## config.mk

```make
export PLATFORM = sky130hd
export DESIGN_NAME = coefficient_loader_flat
export DESIGN_NICKNAME = d
export VERILOG_FILES = /design/src/rtl/coefficient_loader_if.sv /design/src/rtl/coefficient_loader.sv /design/src/flat_wrapper.sv
export SDC_FILE = /design/constraint.sdc
export NUM_CORES = 1
export LEC_CHECK = 0
export CAP_MARGIN = 25
export CORE_ASPECT_RATIO = 0.6
export CORE_MARGIN = 3
export CORE_UTILIZATION = 50
export DETAILED_ROUTE_END_ITERATION = 10
export GPL_TIMING_DRIVEN = 0
export PLACE_DENSITY = 0.9
export SYNTH_ARGS = -nofsm -noshare
export SYNTH_HDL_FRONTEND = slang
export SYNTH_SLANG_ARGS = --single-unit
```

## constraint.sdc

```tcl
create_clock -name clock -period 6.5 [get_ports clock]
set_input_delay 0.65 -clock clock [delete_from_list [all_inputs] [get_ports clock]]
set_output_delay 0.65 -clock clock [all_outputs]
set_load 0.02 [all_outputs]
```

## src/rtl/coefficient_loader_if.sv

```systemverilog
// Coefficient setup stream between the coefficient source (master) and the loader (slave).
// The source drives the request and data; the loader answers with ready.
interface coefficient_loader_if #(
  parameter int DATA_WIDTH = 8
);
  logic                         enable;
  logic                         coefficient_valid;
  logic signed [DATA_WIDTH-1:0] coefficient_in;
  logic                         ready;

  modport master (
    output enable,
    output coefficient_valid,
    output coefficient_in,
    input  ready
  );

  modport slave (
    input  enable,
    input  coefficient_valid,
    input  coefficient_in,
    output ready
  );
endinterface

```

## src/rtl/coefficient_loader.sv

```systemverilog
// Loads a full set of signed FIR coefficients, in index order, into a register bank.
// The bank is exposed as a flattened bus and through a random-access read port.
module coefficient_loader #(
  parameter int LENGTH     = 20,
  parameter int DATA_WIDTH = 8
) (
  input  logic                           clock,
  input  logic                           reset,
  coefficient_loader_if.slave            stream,
  output logic                           filterSetFlag,
  output logic                           loadDone,
  input  logic [$clog2(LENGTH)-1:0]      rd_addr,
  output logic signed [DATA_WIDTH-1:0]   rd_data,
  output logic [LENGTH*DATA_WIDTH-1:0]   coefficients_out
);

  localparam int AW = $clog2(LENGTH);
  localparam int IW = $clog2(LENGTH + 1);

  typedef enum logic [1:0] {
    IDLE = 2'd0,
    LOAD = 2'd1,
    DONE = 2'd2
  } state_t;

  state_t                       state;
  logic [IW-1:0]                idx;
  logic signed [DATA_WIDTH-1:0] coefficients [LENGTH];

  // An enable in LOAD restarts the set; a beat on that same edge becomes entry 0.
  always_ff @(posedge clock or posedge reset) begin
    if (reset) begin
      state         <= IDLE;
      idx           <= '0;
      filterSetFlag <= 1'b0;
      loadDone      <= 1'b0;
      for (int k = 0; k < LENGTH; k++) begin
        coefficients[k] <= '0;
      end
    end else begin
      loadDone <= 1'b0;
      case (state)
        IDLE: begin
          if (stream.enable) begin
            state         <= LOAD;
            idx           <= '0;
            filterSetFlag <= 1'b0;
          end
        end
        LOAD: begin
          if (stream.enable) begin
            if (stream.coefficient_valid) begin
              coefficients[0] <= stream.coefficient_in;
              idx             <= IW'(1);
            end else begin
              idx <= '0;
            end
          end else if (stream.coefficient_valid) begin
            coefficients[idx[AW-1:0]] <= stream.coefficient_in;
            idx                       <= idx + IW'(1);
            if (idx == IW'(LENGTH - 1)) begin
              state         <= DONE;
              loadDone      <= 1'b1;
              filterSetFlag <= 1'b1;
            end
          end
        end
        DONE: begin
          if (stream.enable) begin
            state         <= LOAD;
            idx           <= '0;
            filterSetFlag <= 1'b0;
          end else begin
            state <= IDLE;
          end
        end
        default: begin
          state <= IDLE;
        end
      endcase
    end
  end

  assign stream.ready = (state == LOAD);

  always_comb begin
    rd_data = '0;
    if (32'(rd_addr) < LENGTH) begin
      rd_data = coefficients[rd_addr];
    end
  end

  for (genvar k = 0; k < LENGTH; k++) begin : g_flatten
    assign coefficients_out[k*DATA_WIDTH +: DATA_WIDTH] = coefficients[k];
  end

endmodule

```

## src/flat_wrapper.sv

```systemverilog
// flat-port wrapper written by rule: the top's interface ports become plain ports
module coefficient_loader_flat 
#(
  parameter int LENGTH     = 20,
  parameter int DATA_WIDTH = 8
)
  (clock, reset, filterSetFlag, loadDone, rd_addr, rd_data, coefficients_out, stream_enable, stream_coefficient_valid, stream_coefficient_in, stream_ready);
  coefficient_loader_if #(.DATA_WIDTH(DATA_WIDTH)) stream_i ();
  input  logic clock;
  input  logic reset;
  output logic filterSetFlag;
  output logic loadDone;
  input  logic [$clog2(LENGTH)-1:0] rd_addr;
  output logic signed [DATA_WIDTH-1:0] rd_data;
  output logic [LENGTH*DATA_WIDTH-1:0] coefficients_out;
  input wire logic [$bits(stream_i.enable)-1:0] stream_enable;
  input wire logic [$bits(stream_i.coefficient_valid)-1:0] stream_coefficient_valid;
  input wire logic [$bits(stream_i.coefficient_in)-1:0] stream_coefficient_in;
  output wire logic [$bits(stream_i.ready)-1:0] stream_ready;
  assign stream_i.enable = stream_enable;
  assign stream_i.coefficient_valid = stream_coefficient_valid;
  assign stream_i.coefficient_in = stream_coefficient_in;
  assign stream_ready = stream_i.ready;
  coefficient_loader #(.LENGTH(LENGTH), .DATA_WIDTH(DATA_WIDTH)) u_core (.clock(clock), .reset(reset), .stream(stream_i), .filterSetFlag(filterSetFlag), .loadDone(loadDone), .rd_addr(rd_addr), .rd_data(rd_data), .coefficients_out(coefficients_out));
endmodule
```

==> run summary <==
Total CTS buffers: 17
Area growth syn-to-layout: 33.8%
Placed wire-length estimate: 18000 um
CTS tree: built
Peak supply drop: 0.000165 V
Initial antenna violation count: 0
Ports: 188
Post_cts resized: 0
Iteration-0 DRC Markers: 688
Library cells used by synthesis: 40
Critical path arrival: 3.40 ns
Syn Nets: 586
Clock tree buffer depth: 2
CP Max Fanout: 10
Rel. slew slack: 0.477
Synth Area in XOR/XNOR: 0
Adder-cell share of the synthesized area: 0.00624
Placed insts: 948
Fmax: 0.247 GHz
Number of placement rows: 35
Status: completed
Via density: 6.17
Share of cells above drive strength 1: 0.327
Core region area: 15500 um2
Min Tclk post-route: 4.05 ns
Fill cells: 1047
Startpoint Class: input pin
Max-Cap Viols: 0
# diodes: 0
Fin cells: 979
Setup-violating endpoint count in the final report: 0
Yosys reg bits: 169
Hold_buf cts: 0
Synthesized area: 8030 um2
R2R Setup Slk: 4.57 ns
Root buf cell: clkbuf_16
Grt met1 use: 0.423
Post-synthesis mux area share: 0.345
Start-to-end type of the worst setup path: input pin to output port
Met2 usage: 0.432
Mapped Cells: 565
Syn. warnings: 0
Met3 Use GR: 0.0608
Pwr dens: 272 nW/um2
Core Util, Final: 0.691
WL final: 24900 um
1st-pass router iterations: 5
H-tree depth: 4
Starting density of the core: 0.516
Slew @ Worst Pin: 0.784 ns
Die width: 170 um
Clock Skew: 0.0101 ns
Final hold vios: 0
Worst-Skew Late Latency: 0.42 ns
CP Data Required Time: 5.85 ns
Ys flop type: dfrtp_1
GR peak layer: met2
Largest net degree at the start of global routing: 95
Clock Sinks: 169
Post-synthesis sequential area ratio: 0.527
Mapped Avg Cell Area: 14.2 um2
Die ar.: 17700 um2
Post-synth ARST share: 1.00
Largest family of logic cells by synthesized area: multiplexers
Clk slew on worst S/H paths: 0.07 ns
Postcts setup bufs: 0
Setup TNS: 0 ns
Hold Crit Class: register to register
Grt total ovfl: 0
RSZ-0062 raised after global routing: no
Pleak: 5.01 nW
Final antenna-violating net count: 0
Vias in the first global route: 6265
Total Power: 0.00292 W
RePlAce Congestion: 0.916
Post-synthesis simple-gate area fraction: 0.0594
CP Capture Type: output port
WL per Instance: 25.4 um
Vias: 6041
Final period util: 0.624
Net total in the final layout: 785
Compound-Gate Fraction of Synth Area: 0.0365
Drt drc: 0
Die height: 104 um
Max-slew violation count: 0
First-pass GRT wire length: 37900 um
GR Util All Layers: 0.284
Post-synth EDFFs: 0
Port Buf Inserts: 178
## power by group
group          switching, W  internal, W
registers         0.0000896      0.00114
logic              0.000299     0.000287
clock network      0.000426     0.000677
## per-layer routing
metal / wire [um] / vias up
li1: - / 2486
met1: 10900 / 3175
met2: 11300 / 349
met3: 2330 / 31
met4: 284 / 0
met5: 0 / -
## cells in the mapped netlist (all sizes together) (2+ instances only)
| cell type | n | area, um2 |
|---|---|---|
| dfrtp | 169 | 4230 |
| mux2 | 166 | 1900 |
| mux2i | 37 | 370 |
| nand2 | 36 | 180 |
| mux4 | 22 | 495 |
| clkbuf | 21 | 78.8 |
| a22oi | 20 | 150 |
| buf | 20 | 119 |
| nand3 | 13 | 65.1 |
| a21oi | 10 | 50.1 |
| and2 | 5 | 31.3 |
| nor2b | 5 | 31.3 |
| nor3b | 5 | 58.8 |
| ha | 4 | 50.1 |
| inv | 4 | 15.0 |
| nor2 | 4 | 15.0 |
| o21ai | 4 | 20.0 |
| a22o | 3 | 27.5 |
| nand2b | 3 | 18.8 |
| a2111oi | 2 | 17.5 |
| and3 | 2 | 12.5 |
| nand4 | 2 | 12.5 |
## state kept, by name, summed over array words and instances, names as in the netlist
| name | cells |
|---|---|
| u_core.loadDone | 1 |
| u_core.state | 2 |
| u_core.filterSetFlag | 1 |
| u_core.coefficients_out | 160 |
| u_core.idx | 5 |
## worst max-delay path, cell delays in order
cell	delay, ns
clkdlybuf4s50_1	0.59
clkbuf_1	0.56
nor2_1	0.37
a22oi_1	0.28
nand3_1	0.14
nand2_1	0.18
clkdlybuf4s50_1	0.62
## layout by cell type, fill, tap and decap left out, drive strengths merged, types with 4 or more instances in the layout
cell and instances:
a21oi 10, ha 4, bufinv 4, mux2 166
nor2 4, inv 6, buf 22, a22oi 20
and2 5, mux2i 37, nor3b 5, mux4 22
dfrtp 169, nor2b 5, o21ai 4, clkdlybuf4s50 178
nand3 13, nand2 36, clkbuf 43
## worst paths after layout
kind                                                               from                                       end  depth (start not counted)
max in group asynchronous                                         reset   u_core.coefficients_out[97]$_DFFE_PP0P_                          3
worst min-delay path            u_core.coefficients_out[82]$_DFFE_PP0P_   u_core.coefficients_out[82]$_DFFE_PP0P_                          1
worst max register to register                u_core.idx[4]$_DFFE_PP0P_  u_core.coefficients_out[158]$_DFFE_PP0P_                          4
worst min register to register  u_core.coefficients_out[82]$_DFFE_PP0P_   u_core.coefficients_out[82]$_DFFE_PP0P_                          1
worst max-delay path                                         rd_addr[2]                                rd_data[2]                          7
min in group asynchronous                                         reset   u_core.coefficients_out[31]$_DFFE_PP0P_                          2
## per-stage QoR
step                hold WS [ns]  cell area, um2  setup WS (ns)
global placement           0.502           10100         -0.434
floorplan                  0.568            8030           1.27
CTS                        0.536           10700           2.45
detailed placement         0.520           10100           2.50
global route               0.547           10700           2.33
finish                     0.534           10700           2.45
## kinds of logic (layout without fill, tap and decap cells)
kind of cell / Yosys count / after routing
AOI/OAI and AO/OA: 42 / 42
muxes: 225 / 225
and+or+nand+nor: 80 / 80
adders and majority gates: 4 / 4
DFF: 169 / 169
buffers and inverters: 45 / 256
## layout make-up
cell class | count | area [um2] | share of cell area
multi-input cells | 351 | 3580 | 0.334
repair buffers | 180 | 1810 | 0.169
plain buffers | 41 | 198 | 0.0184
clock inverters | 9 | 163 | 0.0151
flip-flops and latches | 169 | 4230 | 0.394
clock buffers | 22 | 474 | 0.0442
inverters | 4 | 20.0 | 0.00186
well taps | 203 | 254 | 0.0237
No activity file was read; power rests on OpenSTA's default activity.
